<file path="src/rtl/microcode_sequencer_if.sv">
// Bundle between the microcode sequencer and whatever drives it: opcode/restart
// in, control word and status out. The sequencer connects through the slave modport.
interface microcode_sequencer_if #(
  parameter int CTRL_WIDTH = 15
);
  logic [5:0]          opcode;
  logic                restart;
  logic [CTRL_WIDTH:0] ctrl;
  logic [3:0]          upc;
  logic                done;
  logic                halted;
  logic [5:0]          bad_opcode;
  logic [31:0]         instr_count;

  modport master (
    output opcode, restart,
    input  ctrl, upc, done, halted, bad_opcode, instr_count
  );

  modport slave (
    input  opcode, restart,
    output ctrl, upc, done, halted, bad_opcode, instr_count
  );
endinterface

</file>
<file path="src/rtl/microcode_sequencer.sv">
// Microcoded control unit for the multicycle MIPS datapath: micro-PC, control ROM,
// two opcode dispatch tables, and retire/halt bookkeeping.
module microcode_sequencer #(
  parameter int         CTRL_WIDTH = 15,
  parameter logic [5:0] OP_LW      = 6'h00,
  parameter logic [5:0] OP_SW      = 6'h01,
  parameter logic [5:0] OP_RTYPE   = 6'h02,
  parameter logic [5:0] OP_J       = 6'h03,
  parameter logic [5:0] OP_BEQ     = 6'h04
) (
  input logic                   clk,
  input logic                   rst,
  microcode_sequencer_if.slave  bus
);

  typedef enum logic [3:0] {
    S_IDLE   = 4'd0,
    S_FETCH  = 4'd1,
    S_DECODE = 4'd2,
    S_MEMADR = 4'd3,
    S_MEMRD  = 4'd4,
    S_MEMWB  = 4'd5,
    S_MEMWR  = 4'd6,
    S_EXEC   = 4'd7,
    S_RWB    = 4'd8,
    S_BRANCH = 4'd9,
    S_JUMP   = 4'd10,
    S_HALT   = 4'd11
  } state_t;

  state_t              state;
  state_t              state_next;
  logic [CTRL_WIDTH:0] ctrl_next;
  logic                terminal;
  logic                halt_entry;

  logic [CTRL_WIDTH:0] ctrl_q;
  logic                done_q;
  logic                halted_q;
  logic [5:0]          bad_opcode_q;
  logic [31:0]         instr_count_q;

  function automatic state_t dispatch1(input logic [5:0] op);
    case (op)
      OP_LW, OP_SW: dispatch1 = S_MEMADR;
      OP_RTYPE:     dispatch1 = S_EXEC;
      OP_BEQ:       dispatch1 = S_BRANCH;
      OP_J:         dispatch1 = S_JUMP;
      default:      dispatch1 = S_HALT;
    endcase
  endfunction

  function automatic state_t dispatch2(input logic [5:0] op);
    case (op)
      OP_LW:   dispatch2 = S_MEMRD;
      OP_SW:   dispatch2 = S_MEMWR;
      default: dispatch2 = S_HALT;
    endcase
  endfunction

  function automatic logic [15:0] rom(input state_t s);
    case (s)
      S_FETCH:  rom = 16'h084A;
      S_DECODE: rom = 16'h1800;
      S_MEMADR: rom = 16'h3000;
      S_MEMRD:  rom = 16'h000C;
      S_MEMWB:  rom = 16'h4020;
      S_MEMWR:  rom = 16'h0014;
      S_EXEC:   rom = 16'h2400;
      S_RWB:    rom = 16'hC000;
      S_BRANCH: rom = 16'h2281;
      S_JUMP:   rom = 16'h0102;
      default:  rom = 16'h0000;
    endcase
  endfunction

  // State register: the micro-PC.
  always_ff @(posedge clk or posedge rst) begin
    if (rst) state <= S_IDLE;
    else     state <= state_next;
  end

  // Next-state: restart overrides every state, including IDLE and HALT.
  always_comb begin
    state_next = S_HALT;
    if (bus.restart) begin
      state_next = S_FETCH;
    end else begin
      case (state)
        S_IDLE:   state_next = S_IDLE;
        S_FETCH:  state_next = S_DECODE;
        S_DECODE: state_next = dispatch1(bus.opcode);
        S_MEMADR: state_next = dispatch2(bus.opcode);
        S_MEMRD:  state_next = S_MEMWB;
        S_EXEC:   state_next = S_RWB;
        S_MEMWB, S_MEMWR, S_RWB, S_BRANCH, S_JUMP: state_next = S_FETCH;
        S_HALT:   state_next = S_HALT;
        default:  state_next = S_HALT;
      endcase
    end
  end

  // Outputs: ctrl is loaded from ROM[state_next] so the flop always equals ROM[upc].
  always_comb begin
    ctrl_next  = (CTRL_WIDTH+1)'(rom(state_next));
    terminal   = (state == S_MEMWB) || (state == S_MEMWR) || (state == S_RWB) ||
                 (state == S_BRANCH) || (state == S_JUMP);
    halt_entry = (state == S_DECODE) && (state_next == S_HALT);
  end

  // Retirement is credited even when restart coincides with a terminal state.
  always_ff @(posedge clk or posedge rst) begin
    if (rst) begin
      ctrl_q        <= '0;
      done_q        <= 1'b0;
      halted_q      <= 1'b0;
      bad_opcode_q  <= 6'h00;
      instr_count_q <= 32'h0;
    end else begin
      ctrl_q   <= ctrl_next;
      done_q   <= terminal;
      halted_q <= (state_next == S_HALT);
      if (terminal)   instr_count_q <= instr_count_q + 32'd1;
      if (halt_entry) bad_opcode_q  <= bus.opcode;
    end
  end

  assign bus.ctrl        = ctrl_q;
  assign bus.upc         = state;
  assign bus.done        = done_q;
  assign bus.halted      = halted_q;
  assign bus.bad_opcode  = bad_opcode_q;
  assign bus.instr_count = instr_count_q;

endmodule

</file>
<file path="src/flat_wrapper.sv">
// flat-port wrapper written by rule: the top's interface ports become plain ports
module microcode_sequencer_flat 
#(
  parameter int         CTRL_WIDTH = 15,
  parameter logic [5:0] OP_LW      = 6'h00,
  parameter logic [5:0] OP_SW      = 6'h01,
  parameter logic [5:0] OP_RTYPE   = 6'h02,
  parameter logic [5:0] OP_J       = 6'h03,
  parameter logic [5:0] OP_BEQ     = 6'h04
)
  (clk, rst, bus_opcode, bus_restart, bus_ctrl, bus_upc, bus_done, bus_halted, bus_bad_opcode, bus_instr_count);
  microcode_sequencer_if #(.CTRL_WIDTH(CTRL_WIDTH)) bus_i ();
  input logic clk;
  input logic rst;
  input wire logic [$bits(bus_i.opcode)-1:0] bus_opcode;
  input wire logic [$bits(bus_i.restart)-1:0] bus_restart;
  output wire logic [$bits(bus_i.ctrl)-1:0] bus_ctrl;
  output wire logic [$bits(bus_i.upc)-1:0] bus_upc;
  output wire logic [$bits(bus_i.done)-1:0] bus_done;
  output wire logic [$bits(bus_i.halted)-1:0] bus_halted;
  output wire logic [$bits(bus_i.bad_opcode)-1:0] bus_bad_opcode;
  output wire logic [$bits(bus_i.instr_count)-1:0] bus_instr_count;
  assign bus_i.opcode = bus_opcode;
  assign bus_i.restart = bus_restart;
  assign bus_ctrl = bus_i.ctrl;
  assign bus_upc = bus_i.upc;
  assign bus_done = bus_i.done;
  assign bus_halted = bus_i.halted;
  assign bus_bad_opcode = bus_i.bad_opcode;
  assign bus_instr_count = bus_i.instr_count;
  microcode_sequencer #(.CTRL_WIDTH(CTRL_WIDTH), .OP_LW(OP_LW), .OP_SW(OP_SW), .OP_RTYPE(OP_RTYPE), .OP_J(OP_J), .OP_BEQ(OP_BEQ)) u_core (.clk(clk), .rst(rst), .bus(bus_i));
endmodule
</file>
<file path="config.mk">
export PLATFORM = sky130hd
export DESIGN_NAME = microcode_sequencer_flat
export DESIGN_NICKNAME = d
export VERILOG_FILES = /design/src/rtl/microcode_sequencer_if.sv /design/src/rtl/microcode_sequencer.sv /design/src/flat_wrapper.sv
export SDC_FILE = /design/constraint.sdc
export NUM_CORES = 1
export LEC_CHECK = 0
export BUFFER_PORTS_ARGS = -buffer_cell sky130_fd_sc_hd__buf_2
export CELL_PAD_IN_SITES_DETAIL_PLACEMENT = 0
export CELL_PAD_IN_SITES_GLOBAL_PLACEMENT = 1
export CORE_ASPECT_RATIO = 1.75
export CORE_UTILIZATION = 40
export CTS_CLUSTER_SIZE = 25
export DETAILED_ROUTE_END_ITERATION = 10
export GPL_TIMING_DRIVEN = 0
export PLACE_DENSITY_LB_ADDON = 0.1
export SLEW_MARGIN = 30
export SYNTH_ARGS = -nofsm -noshare
export SYNTH_HDL_FRONTEND = slang
export SYNTH_SLANG_ARGS = --single-unit
</file>
<file path="constraint.sdc">
create_clock -name clk -period 2.7 [get_ports clk]
set_clock_uncertainty 0.2 [all_clocks]
set_input_delay 0.27 -clock clk [delete_from_list [all_inputs] [get_ports clk]]
set_output_delay 0.27 -clock clk [all_outputs]
set_load 0.03 [all_outputs]
</file>
==> Flow_metrics.wiki, run 1 <==
{| class="wikitable"
! Metric !! Value
|-
| Minimum setup slack among reg-to-reg paths || about 170 ps
|-
| Logic gate share of total power || 0.297
|-
| CTS HTree Levels || 3
|-
| Number of slew-limit violations in the final report || 0
|-
| Synthesized netlist net count || between 200 and 250
|-
| Final period utilization || 0.937
|-
| Worst Setup End Kind || register
|-
| Tightest Hold Check Type || in -> reg
|-
| Clk slew on worst S/H paths || about 70 ps
|-
| Highest clock rate || slightly below 400 MHz
|-
| Number of enable-type register cells in the synthesized netlist || 0
|-
| Crit Reg-Reg Endpoint || u_core.bus.bad_opcode[1]$_DFFE_PP0P_
|-
| Worst min-delay path startpoint || bus_opcode[3]
|-
| Routed via count divided by cell count || approximately 5.1
|-
| Cell area after synthesis || between 0.002 and 0.003 mm^2
|-
| Count of non-filler cells in the finished layout || 389
|-
| Wirelength per Cell || approximately 14 um
|-
| Post-layout minimum cycle time || about 2500 ps
|-
| Clock tree root driver cell || clkbuf_8
|-
| Total Routing Usage GR || 0.178
|-
| Number of I/O pins || between 60 and 70
|-
| Placement Rows || 38
|-
| Overall Power || 2.80 mW
|-
| Area after DPL || between 0.003 and 0.004 mm^2
|-
| # nets final || about 320
|-
| Share of total power in the clock network || 0.310
|-
| Yosys Warn Count || 0
|-
| Die span in y || approximately 110 um
|-
| Total setup violations reported at the end of the flow || 0
|-
| Routability congestion estimate from global placement || around 0.85
|-
| Initial antenna violation count || 0
|-
| Launch instance of the worst register-to-register path || u_core.bus.upc[2]$_DFF_PP0_
|-
| Post-CTS Setup Inserts || 0
|-
| PortBufs || between 60 and 70
|-
| Post-synthesis sequential area ratio || 0.560
|-
| Cell area power density || approximately 850 mW/mm^2
|-
| Setup repair after global routing missed its margin || yes
|-
| Drt first pass iters || 5
|-
| Required arrival time at the worst endpoint || ~2700 ps
|-
| Inserted Clock Buffers || 9
|-
| Fraction of layout cells with a size suffix above 1 || 0.333
|-
| Net switching component of the power || approximately 1.0 mW
|-
| Dominant cells by area after synthesis || dfrtp_1 (56%), xnor2_1 (8.8%), mux2_2 (3.0%)
|-
| Cell Count Post-Placement || approximately 370
|-
| Summed area of non-filler cells in the final layout || around 0.0033 mm^2
|-
| Internal power || 1.79 mW
|-
| Number of max-capacitance violations reported || 0
|-
| Final hold violations || 0
|-
| Most repeated cell in the gate-level netlist after synthesis || dfrtp_1
|-
| CP Launch Type || register
|-
| Setup TNS || 0 ps
|-
| Placeable Area || 0.00623 mm^2
|-
| Largest vdd supply drop || roughly 330 uV
|-
| Worst hold margin || approximately 22 ps
|-
| Synth Register Bits || 58
|-
| Clock latency on the worst-skew pair || ~330 ps
|-
| Asr flop ratio synth || 1.00
|-
| Antenna-violating nets left || 0
|-
| Slew Limit Headroom || 0.576
|-
| Antenna fix cells || 0
|-
| Share of the synthesized area in the top cell type || 0.560
|-
| Vias || between 1500 and 2000
|-
| HPWL after DPL || slightly below 4000 um
|-
| DRC violation total after the first TritonRoute iteration || around 130
|-
| Gate count of the mapped netlist || around 220
|-
| Crit Path Category || reg -> reg
|-
| Post-synthesis to final-layout area growth || 27.4%
|-
| Predominant post-synthesis flop cell || dfrtp_1
|-
| Die Width || ~63 um
|-
| Largest net degree at the start of global routing || 39
|-
| Unique masters post-synth || between 40 and 50
|-
| Leakage power || 1.64 nW
|-
| Effective utilization at floorplan || 0.416
|-
| Minimum setup slack after placement || 16.8 ps
|-
| Layout filler cell count || 580
|-
| Commonest cells in the synthesized netlist || dfrtp_1 (58), xnor2_1 (26), nand2_1 (15), nand3_1 (14), nor3_1 (9)
|-
| Die area || roughly 0.0068 mm^2
|-
| CTS tree || done
|-
| Outcome || complete, no violations
|-
| Hold Path Stages || 2
|-
| Wire length after detailed routing || 5450 um
|-
| DRC violation count after routing || 0
|-
| Vias in the first global route || around 2000
|-
| CP Data Arrival Time || approximately 2500 ps
|-
| Final core utilization || 0.530
|-
| Final worst setup slack || between 150 and 200 ps
|-
| Transition at the pin with the smallest max-transition slack || approximately 630 ps
|-
| TritonCTS sink count || 58
|-
| Number of cell instances on the worst register-to-register path || 6
|-
| Average footprint of a synthesized cell || ~12 um^2
|-
| Sequential cell fraction of total power || 0.393
|-
| Number of buffers between clock root and the deepest sink || 2
|-
| Largest area contributor in the netlist || dfrtp_1
|-
| Worst Hold Endpoint || u_core.bus.bad_opcode[3]$_DFFE_PP0P_
|-
| Share of total power consumed by net switching || 0.362
|-
| Crit path max fanout || 9
|-
| Congestion Overflow GR || 0
|-
| Global-route wire length before repair || between 9000 and 10000 um
|}
## metal layers
| metal | GRT usage | part of all wire | up-vias |
|---|---|---|---|
| met3 | 0.0432 | 0.038 | 4 |
| met2 | 0.312 | 0.55 | 47 |
| met5 | 0 | 0 | - |
| li1 | - | - | 941 |
| met1 | 0.197 | 0.40 | 978 |
| met4 | 0.0914 | 0.010 | 0 |
## cell usage in the layout (no fill, tap or decap), types with 4 or more instances in the layout
cell / Yosys / routed
nor2_1: 7 / 6
inv_1: 7 / 6
clkbuf_1: 5 / 4
nor3_1: 9 / 9
dfrtp_1: 58 / 58
clkbuf_8: 0 / 9
nand4_1: 8 / 8
and2_1: 6 / 6
nand3_1: 14 / 14
mux2_2: 7 / 7
xnor2_1: 26 / 26
buf_2: 0 / 68
nand2_1: 15 / 15
and3_1: 7 / 7
xor2_1: 5 / 5
## worst max path at each step
| stage | slack, ps | from | cells after the start | endpoint |
|---|---|---|---|---|
| after CTS | 140 | u_core.bus.upc[2]$_DFF_PP0_ | 6 | u_core.bus.bad_opcode[4]$_DFFE_PP0P_ |
| final | 170 | u_core.bus.upc[2]$_DFF_PP0_ | 6 | u_core.bus.bad_opcode[1]$_DFFE_PP0P_ |
| after global routing | -2 | u_core.bus.upc[0]$_DFF_PP0_ | 6 | u_core.bus.instr_count[11]$_DFFE_PP0P_ |
| after global placement | 40 | bus_opcode[5] | 8 | u_core.bus.ctrl[1]$_DFF_PP0_ |
| after detailed placement | 20 | bus_opcode[5] | 8 | u_core.bus.ctrl[1]$_DFF_PP0_ |
| after floorplan | 140 | u_core.bus.upc[2]$_DFF_PP0_ | 7 | u_core.bus.ctrl[14]$_DFF_PP0_ |
## state kept, by name, summed over array words and instances (netlist names)
| name | count |
|---|---|
| u_core.bus.ctrl | 14 |
| u_core.bus.done | 1 |
| u_core.bus.upc | 4 |
| u_core.bus.bad_opcode | 6 |
| u_core.bus.instr_count | 32 |
| u_core.bus.halted | 1 |
## power groups by stage
stage	Combinational [mW]	Clock, mW	Sequential, mW
global placement	0.829	0	1.12
finish	0.832	0.869	1.10
detailed placement	0.839	0	1.12
CTS	0.843	0.905	1.11
global route	0.902	0.940	1.13
floorplan	0.316	0	1.39
## cells by family (layout without fill, tap and decap cells)
logic type,count (synthesis),in the layout,synth area share
AND/OR/NAND/NOR,84,84,0.181
adder cells (fa/ha/maj),3,3,0.0145
AO/OA/AOI/OAI,23,23,0.0825
buffers and inverters,16,103,0.0275
multiplexers,7,7,0.0304
XOR/XNOR,31,31,0.105
flip-flops,58,58,0.560
## area by class of cell
cell class | count | area, um^2 | area share
sequential | 58 | 1450 | 0.439
multi-input combinational | 148 | 1070 | 0.325
timing repair buffer | 72 | 390 | 0.118
clock buffer | 9 | 124 | 0.0375
tap | 80 | 100 | 0.0303
clock inverter | 7 | 93.8 | 0.0284
buffer | 7 | 37.5 | 0.0114
inverter | 8 | 32.5 | 0.00985
## timing repair
action                                 in CTS  in global routing
gates resized for setup                     0                  1
setup endpoints to repair                   0                  5
endpoints found under the hold margin      60                  0
hold buffers                                3                  0
## worst max-delay path, cell delays in order (launching register included)
cell and delay [ps]:
dfrtp_1 370, buf_4 170, or3b_4 420, nor3_1 330, o21bai_1 170, a211oi_4 360
mux2_2 380
Note: power is estimated with default switching activity, not from simulation.
==> run 2: changes to the inputs <==
--- a/config.mk
+++ b/config.mk
@@ -12,7 +12,6 @@
 export CORE_UTILIZATION = 40
 export CTS_CLUSTER_SIZE = 25
 export DETAILED_ROUTE_END_ITERATION = 10
-export GPL_TIMING_DRIVEN = 0
 export PLACE_DENSITY_LB_ADDON = 0.1
 export SLEW_MARGIN = 30
 export SYNTH_ARGS = -nofsm -noshare
==> run 2 against run 1 <==
  * Cell area down 0.15%
  * Highest routed layer unchanged
  * Largest power group unchanged
  * Fmax down 4.0%
  * Hold slack better by 1.8 ps
  * First-iteration DRC count down 52%
  * Wire length up 3.9%
  * Setup slack worse by 110 ps
  * Total power down 2.0%
  * Combinational power up 3.0%
==> Flow_metrics.wiki, run 2 (synthesis results as in run 1) <==
{| class="wikitable"
! Metric !! Value
|-
| # nets final || 319 (was 316)
|-
| Final hold violations || 0 (unchanged)
|-
| Inserted Clock Buffers || 9 (unchanged)
|-
| Clock latency on the worst-skew pair || 330 ps (about the same)
|-
| Crit path max fanout || 5 (was 9)
|-
| Routed via count divided by cell count || 5.08 (was 5.06)
|-
| Initial antenna violation count || 0 (unchanged)
|-
| Transition at the pin with the smallest max-transition slack || 725 ps (was 633 ps)
|-
| Worst Hold Endpoint || u_core.bus.bad_opcode[2]$_DFFE_PP0P_ (was u_core.bus.bad_opcode[3]$_DFFE_PP0P_)
|-
| Bufs and invs on worst path || 3 (was 1)
|-
| Area of the multi-input gates || 0.00107 mm^2 (about the same)
|-
| Layout filler cell count || 605 (was 580)
|-
| Total setup violations reported at the end of the flow || 0 (unchanged)
|-
| Antenna fix cells || 0 (unchanged)
|-
| Die area || 0.00682 mm^2 (unchanged)
|-
| Vias in the first global route || 1997 (was 1958)
|-
| Clk slew on worst S/H paths || 70 ps (about the same)
|-
| Number of max-capacitance violations reported || 0 (unchanged)
|-
| Placement Rows || 38 (unchanged)
|-
| Total Routing Usage GR || 0.183 (was 0.178)
|-
| Stage delay of the slowest cell on the critical path || 560 ps (was 420 ps)
|-
| Highest clock rate || 380 MHz (was 395 MHz)
|-
| Number of cells upsized or downsized after cts || 0 (unchanged)
|-
| Worst min-delay path startpoint || bus_opcode[2] (was bus_opcode[3])
|-
| Drt first pass iters || 4 (was 5)
|-
| Crit Path Category || in -> reg (was reg -> reg)
|-
| Outcome || complete, no violations (unchanged)
|-
| Congestion Overflow GR || 0 (unchanged)
|-
| Post-synthesis to final-layout area growth || 27.2% (was 27.4%)
|-
| Count of non-filler cells in the finished layout || 391 (was 389)
|-
| CP Data Arrival Time || 2650 ps (was 2540 ps)
|-
| Largest delay share family, worst path || buffers and inverters (was simple AND/OR/NAND/NOR gates)
|-
| Number of cell instances on the worst register-to-register path || 6 (unchanged)
|-
| Launch instance of the worst register-to-register path || u_core.bus.upc[1]$_DFF_PP0_ (was u_core.bus.upc[2]$_DFF_PP0_)
|-
| Number of buffers between clock root and the deepest sink || 2 (unchanged)
|-
| Sequential cell area || 0.00145 mm^2 (unchanged)
|-
| Hold Path Stages || 2 (unchanged)
|-
| Routability congestion estimate from global placement || 0.816 (was 0.849)
|-
| Largest vdd supply drop || 521 uV (was 333 uV)
|-
| Largest net degree at the start of global routing || 59 (was 39)
|-
| HPWL after DPL || 4100 um (was 3900 um)
|-
| CTS tree || done (unchanged)
|-
| Summed area of non-filler cells in the final layout || 0.00330 mm^2 (about the same)
|-
| Required arrival time at the worst endpoint || 2720 ps (was 2710 ps)
|-
| TritonCTS sink count || 58 (unchanged)
|-
| Global-route wire length before repair || 9490 um (was 9240 um)
|-
| Die Width || 62.9 um (unchanged)
|-
| Antenna-violating nets left || 0 (unchanged)
|-
| Tightest Hold Check Type || in -> reg (unchanged)
|-
| Worst Setup End Kind || register (unchanged)
|-
| Number of I/O pins || 69 (unchanged)
|-
| DRC violation total after the first TritonRoute iteration || 61 (was 128)
|-
| Wirelength per Cell || 14.5 um (was 14.0 um)
|-
| CP max stage cell || or4_1 (was or3b_4)
|-
| Fraction of layout cells with a size suffix above 1 || 0.347 (was 0.333)
|-
| Vias || 1988 (was 1970)
|-
| Number of slew-limit violations in the final report || 0 (unchanged)
|-
| Most common library cell in the layout ignoring fill and taps || buf_2 (unchanged)
|-
| CTS HTree Levels || 3 (unchanged)
|-
| Leakage power || 1.66 nW (was 1.64 nW)
|-
| Area after DPL || 0.00306 mm^2 (about the same)
|-
| Effective utilization at floorplan || 0.416 (unchanged)
|-
| Crit Reg-Reg Endpoint || u_core.bus.ctrl[14]$_DFF_PP0_ (was u_core.bus.bad_opcode[1]$_DFFE_PP0P_)
|-
| Slew Limit Headroom || 0.516 (was 0.576)
|-
| Most used cells in the layout excluding fill and tap cells || buf_2 (68), dfrtp_1 (58), xnor2_1 (26) (unchanged)
|-
| Cell Count Post-Placement || 371 (unchanged)
|-
| CP Launch Type || input port (was register)
|-
| DRC violation count after routing || 0 (unchanged)
|-
| Post-layout minimum cycle time || 2630 ps (was 2530 ps)
|-
| Final period utilization || 0.976 (was 0.937)
|-
| Minimum setup slack among reg-to-reg paths || 200 ps (was 170 ps)
|-
| Cell area power density || 833 mW/mm^2 (was 849 mW/mm^2)
|-
| Wire length after detailed routing || 5660 um (was 5450 um)
|-
| Cell Chain, Critical Path || dlygate4sd3_1, buf_2, or4_1, o211ai_1, a21o_1, inv_1, ha_1, and2_1, o21bai_1 (was buf_4, or3b_4, nor3_1, o21bai_1, a211oi_4, mux2_2)
|-
| PortBufs || 68 (unchanged)
|-
| Flip-flop count of the largest register, all copies and words added || 32 (unchanged)
|-
| Clock tree root driver cell || clkbuf_8 (unchanged)
|-
| Die span in y || 109 um (unchanged)
|-
| Placeable Area || 0.00623 mm^2 (unchanged)
|}
## run 2: cell count changes in the layout (fill, tap and decap cells not counted)
cell and delta:
bufinv_16 -1, inv_4 -1, buf_12 -1, clkbuf_1 -4
clkinv_4 -1, nor2_2 -1, clkbuf_8 +1, nor2_1 +1
inv_2 +1, buf_4 +8
## run 2: final cells by class
cell class,instances,area share
tap,80,0.0303
clock buffer,10,0.0417
sequential,58,0.440
inverter,8,0.00910
clock inverter,5,0.0167
multi-input combinational,148,0.325
timing repair buffer,82,0.137
## run 2: worst max-delay path by stage
| stage | from | end | slack, ps | cells after the start |
|---|---|---|---|---|
| 2_1_floorplan | u_core.bus.upc[2]$_DFF_PP0_ | u_core.bus.ctrl[14]$_DFF_PP0_ | 140 | 7 |
| 3_3_place_gp | u_core.bus.upc[1]$_DFF_PP0_ | u_core.bus.ctrl[14]$_DFF_PP0_ | 260 | 6 |
| 3_5_place_dp | u_core.bus.upc[1]$_DFF_PP0_ | u_core.bus.ctrl[14]$_DFF_PP0_ | 200 | 6 |
| 4_1_cts | bus_opcode[5] | u_core.bus.ctrl[1]$_DFF_PP0_ | 50 | 9 |
| 5_1_grt | bus_opcode[5] | u_core.bus.ctrl[1]$_DFF_PP0_ | -3 | 9 |
| 6_report | bus_opcode[5] | u_core.bus.ctrl[1]$_DFF_PP0_ | 70 | 9 |
## run 2: through the flow
step	power, mW	setup WS, ps	hold slack (ps)	TNS [ps]	util
detailed placement	1.98	205	274	0	0.491
floorplan	1.71	140	222	0	-
CTS	2.77	52.1	1.54	0	0.527
finish	2.75	65.4	23.3	0	0.530
global route	2.90	-3.29	12.2	-3.29	0.530
global placement	1.97	261	271	0	0.491
## run 2: repair_timing
action / CTS / global route
hold buffers: 3 / 0
buffers inserted: 0 / 2
setup endpoints to repair: 0 / 1
hold endpoints to repair: 60 / 0
## run 2: worst reg2reg max path, cell delays in order (launching register included)
cell	delay [ps]
dfrtp_1	480
or3b_4	440
o32a_1	410
a21o_1	270
ha_1	240
and2_1	150
a31o_2	210
## run 2: power breakdown
part	switching [mW]	internal, mW	total (mW)
Sequential	0.101	1.01	1.11
Clock	0.340	0.442	0.782
Combinational	0.575	0.282	0.857
## run 2: routing by layer
layer / up-vias / GRT usage / wire, um
li1: 951 / - / -
met1: 977 / 0.205 / 2340
met2: 47 / 0.314 / 2990
met3: 13 / 0.0485 / 188
met4: 0 / 0.0997 / 141
met5: - / 0 / 0
==> run 3: changes to the inputs <==
--- a/config.mk
+++ b/config.mk
@@ -5,6 +5,7 @@
 export SDC_FILE = /design/constraint.sdc
 export NUM_CORES = 1
 export LEC_CHECK = 0
+export ABC_AREA = 1
 export BUFFER_PORTS_ARGS = -buffer_cell sky130_fd_sc_hd__buf_2
 export CELL_PAD_IN_SITES_DETAIL_PLACEMENT = 0
 export CELL_PAD_IN_SITES_GLOBAL_PLACEMENT = 1
==> run 3 against run 2 <==
  * Hold slack worse by 1.2 ps
  * Register-to-register slack better by 300 ps
  * Core utilization down 1.7 points
  * Total power up 26%
  * Cell count up 39%
  * Sequential power about the same
  * Critical path type is now reg -> reg
  * Area after synthesis up 20%
  * Clock power up 60%
  * Sequential share of layout area down 6.4 points
  * First-iteration DRC count up 110%
  * Combinational power up 30%
==> Flow_metrics.wiki, run 3 <==
{| class="wikitable"
! Metric !! Value
|-
| Minimum setup slack after placement || 517 ps (was 205 ps)
|-
| CP max stage cell || dfrtp_1 (was or4_1)
|-
| Number of slew-limit violations in the final report || 0 (unchanged)
|-
| Routability congestion estimate from global placement || 0.842 (was 0.816)
|-
| Worst min-delay path startpoint || bus_opcode[5] (was bus_opcode[2])
|-
| Crit Reg-Reg Endpoint || u_core.bus.instr_count[8]$_DFFE_PP0P_ (was u_core.bus.ctrl[14]$_DFF_PP0_)
|-
| Drt first pass iters || 7 (was 4)
|-
| Die Width || 68.6 um (was 62.9 um)
|-
| Worst hold margin || 22.1 ps (was 23.3 ps)
|-
| Placement Rows || 42 (was 38)
|-
| Minimum setup slack among reg-to-reg paths || 500 ps (was 200 ps)
|-
| Hold Path Stages || 3 (was 2)
|-
| Die span in y || 118 um (was 109 um)
|-
| Summed area of non-filler cells in the final layout || 0.00385 mm^2 (was 0.00330 mm^2)
|-
| Post-CTS Setup Inserts || 0 (unchanged)
|-
| Vias || 2719 (was 1988)
|-
| Most common library cell in the layout ignoring fill and taps || nand2_1 (was buf_2)
|-
| Slew Limit Headroom || 0.741 (was 0.516)
|-
| CTS tree || done (unchanged)
|-
| Final hold violations || 0 (unchanged)
|-
| Die area || 0.00812 mm^2 (was 0.00682 mm^2)
|-
| Outcome || complete, no violations (unchanged)
|-
| Most repeated cell in the gate-level netlist after synthesis || nand2_1 (was dfrtp_1)
|-
| Number of I/O pins || 69 (unchanged)
|-
| Final period utilization || 0.815 (was 0.976)
|-
| Gate count of the mapped netlist || 376 (was 222)
|-
| HPWL after DPL || 6070 um (was 4100 um)
|-
| Share of the synthesized area in the top cell type || 0.468 (was 0.560)
|-
| Dominant cells by area after synthesis || dfrtp_1 (47%), nand2_1 (14%), nor2_1 (5.2%) (was dfrtp_1 (56%), xnor2_1 (8.8%), mux2_2 (3.0%))
|-
| Transition at the pin with the smallest max-transition slack || 389 ps (was 725 ps)
|-
| Worst Hold Endpoint || u_core.bus.bad_opcode[5]$_DFFE_PP0P_ (was u_core.bus.bad_opcode[2]$_DFFE_PP0P_)
|-
| Stage delay of the slowest cell on the critical path || 440 ps (was 560 ps)
|-
| Vias in the first global route || 2710 (was 1997)
|-
| Setup repair after global routing missed its margin || no
|-
| TritonCTS sink count || 58 (unchanged)
|-
| Wire length after detailed routing || 7810 um (was 5660 um)
|-
| DRC violation total after the first TritonRoute iteration || 126 (was 61)
|-
| Largest vdd supply drop || 504 uV (was 521 uV)
|-
| Area after DPL || 0.00352 mm^2 (was 0.00306 mm^2)
|-
| Predominant post-synthesis flop cell || dfrtp_1 (unchanged)
|-
| Largest net degree at the start of global routing || 32 (was 59)
|-
| Number of cells upsized or downsized after cts || 0 (unchanged)
|-
| Crit path max fanout || 22 (was 5)
|-
| Cell area power density || 899 mW/mm^2 (was 833 mW/mm^2)
|-
| CP Data Arrival Time || 2250 ps (was 2650 ps)
|-
| Number of cell instances on the worst register-to-register path || 8 (was 6)
|-
| Post-synthesis to final-layout area growth || 24.3% (was 27.2%)
|-
| Leakage power || 2.07 nW (was 1.66 nW)
|-
| Number of max-capacitance violations reported || 0 (unchanged)
|-
| Clk slew on worst S/H paths || 60 ps (was 70 ps)
|-
| CTS HTree Levels || 3 (unchanged)
|-
| Commonest cells in the synthesized netlist || nand2_1 (117), dfrtp_1 (58), nor2_1 (43), inv_1 (33), nand3_1 (19) (was dfrtp_1 (58), xnor2_1 (26), nand2_1 (15), nand3_1 (14), nor3_1 (9))
|-
| Congestion Overflow GR || 0 (unchanged)
|-
| Average footprint of a synthesized cell || 8.25 um^2 (was 11.7 um^2)
|-
| Wirelength per Cell || 14.3 um (was 14.5 um)
|-
| Final worst setup slack || 498 ps (was 65.4 ps)
|-
| Cell area after synthesis || 0.00310 mm^2 (was 0.00259 mm^2)
|-
| Fraction of layout cells with a size suffix above 1 || 0.265 (was 0.347)
|-
| Total setup violations reported at the end of the flow || 0 (unchanged)
|-
| CP Launch Type || register (was input port)
|-
| Antenna fix cells || 0 (unchanged)
|-
| PortBufs || 68 (unchanged)
|-
| Number of enable-type register cells in the synthesized netlist || 0 (unchanged)
|-
| Highest clock rate || 454 MHz (was 380 MHz)
|-
| Initial antenna violation count || 0 (unchanged)
|-
| Tightest Hold Check Type || in -> reg (unchanged)
|-
| Clock latency on the worst-skew pair || 330 ps (about the same)
|-
| Effective utilization at floorplan || 0.413 (was 0.416)
|-
| Antenna-violating nets left || 0 (unchanged)
|-
| Flip-flop count of the largest register, all copies and words added || 32 (unchanged)
|-
| Required arrival time at the worst endpoint || 2750 ps (was 2720 ps)
|-
| Crit Path Category || reg -> reg (was in -> reg)
|-
| Worst Setup End Kind || register (unchanged)
|-
| Post-synthesis sequential area ratio || 0.468 (was 0.560)
|-
| Inserted Clock Buffers || 9 (unchanged)
|-
| Total Routing Usage GR || 0.217 (was 0.183)
|-
| Hold Buf Count CTS || 1 (was 3)
|-
| Number of buffers between clock root and the deepest sink || 2 (unchanged)
|-
| Setup TNS || 0 ps (unchanged)
|-
| Launch instance of the worst register-to-register path || u_core.bus.upc[3]$_DFF_PP0_ (was u_core.bus.upc[1]$_DFF_PP0_)
|-
| Overall Power || 3.46 mW (was 2.75 mW)
|-
| Most used cells in the layout excluding fill and tap cells || nand2_1 (117), buf_2 (68), dfrtp_1 (58) (was buf_2 (68), dfrtp_1 (58), xnor2_1 (26))
|-
| Synthesized netlist net count || 388 (was 234)
|-
| Cell Chain, Critical Path || inv_2, nand2_1, o21ai_2, nand2_2, inv_2, nand2_1, nor3_1, xor2_1 (was dlygate4sd3_1, buf_2, or4_1, o211ai_1, a21o_1, inv_1, ha_1, and2_1, o21bai_1)
|-
| Post-layout minimum cycle time || 2200 ps (was 2630 ps)
|-
| DRC violation count after routing || 0 (unchanged)
|-
| Placeable Area || 0.00751 mm^2 (was 0.00623 mm^2)
|-
| Routed via count divided by cell count || 4.99 (was 5.08)
|-
| Asr flop ratio synth || 1.00 (unchanged)
|-
| # nets final || 464 (was 319)
|-
| Clock tree root driver cell || clkbuf_16 (was clkbuf_8)
|-
| Synth Register Bits || 58 (unchanged)
|-
| Unique masters post-synth || 33 (was 48)
|-
| Layout filler cell count || 782 (was 605)
|-
| Largest area contributor in the netlist || dfrtp_1 (unchanged)
|-
| Yosys Warn Count || 0 (unchanged)
|-
| Global-route wire length before repair || 12700 um (was 9490 um)
|}
==> run 3: changes by cell type in the layout (fill, tap and decap cells not counted), moves of 10 or more <==
cell | before | now
nand2_1 | 15 | 117
nor2_1 | 7 | 43
inv_1 | 6 | 32
xnor2_1 | 26 | 11
clkbuf_8 | 10 | 0
==> run 3: area by class of cell <==
| type | count | area (um^2) | area share |
|---|---|---|---|
| sequential | 58 | 1450 | 0.377 |
| tap | 88 | 110 | 0.0286 |
| clock buffer | 9 | 225 | 0.0584 |
| multi-input combinational | 274 | 1450 | 0.377 |
| timing repair buffer | 71 | 365 | 0.0948 |
| inverter | 38 | 148 | 0.0383 |
| clock inverter | 7 | 101 | 0.0263 |
==> run 3: per-stage QoR <==
| step | util | instances |
|---|---|---|
| final | 0.513 | 545 |
| after global routing | 0.513 | 545 |
| after CTS | 0.513 | 545 |
| after detailed placement | 0.468 | 528 |
| after global placement | 0.468 | 528 |
| after floorplan | - | 376 |
==> run 3: logic make-up after synthesis <==
kind of cell	synth area share
simple gates	0.366
compound gates	0.0226
flops	0.468
fa+ha+maj	0.0121
xor+xnor	0.0678
buf+inv	0.0630
==> run 3: worst max-delay path: cells and delay by family (launching register included) <==
family / cells / cell delay (ps)
AOI/OAI and AO/OA: 1 / 120
DFF: 1 / 440
xor gates and xnor gates: 1 / 180
and+or+nand+nor: 4 / 690
buffers and inverters: 2 / 490
==> run 3: where the power goes <==
group          total (mW)  internal (mW)  switching (mW)
Clock                1.25          0.815           0.432
Combinational        1.11          0.292           0.818
Sequential           1.11           1.01          0.0960
==> run 3: how the worst max path moves through the flow <==
stage                                     start                                    end  slack [ps]
CTS                 u_core.bus.upc[3]$_DFF_PP0_  u_core.bus.instr_count[8]$_DFFE_PP0P_         500
finish              u_core.bus.upc[3]$_DFF_PP0_  u_core.bus.instr_count[8]$_DFFE_PP0P_         500
global route        u_core.bus.upc[3]$_DFF_PP0_  u_core.bus.instr_count[8]$_DFFE_PP0P_         320
floorplan           u_core.bus.upc[1]$_DFF_PP0_          u_core.bus.ctrl[11]$_DFF_PP0_         690
global placement    u_core.bus.upc[3]$_DFF_PP0_  u_core.bus.instr_count[8]$_DFFE_PP0P_         620
detailed placement  u_core.bus.upc[3]$_DFF_PP0_  u_core.bus.instr_count[8]$_DFFE_PP0P_         520
==> run 3: metal layers <==
metal / GRT usage / up-vias / share of wire
met5: 0 / - / 0
met4: 0.116 / 0 / 0.037
met3: 0.0405 / 23 / 0.035
met2: 0.387 / 73 / 0.56
met1: 0.225 / 1283 / 0.37
li1: - / 1340 / -
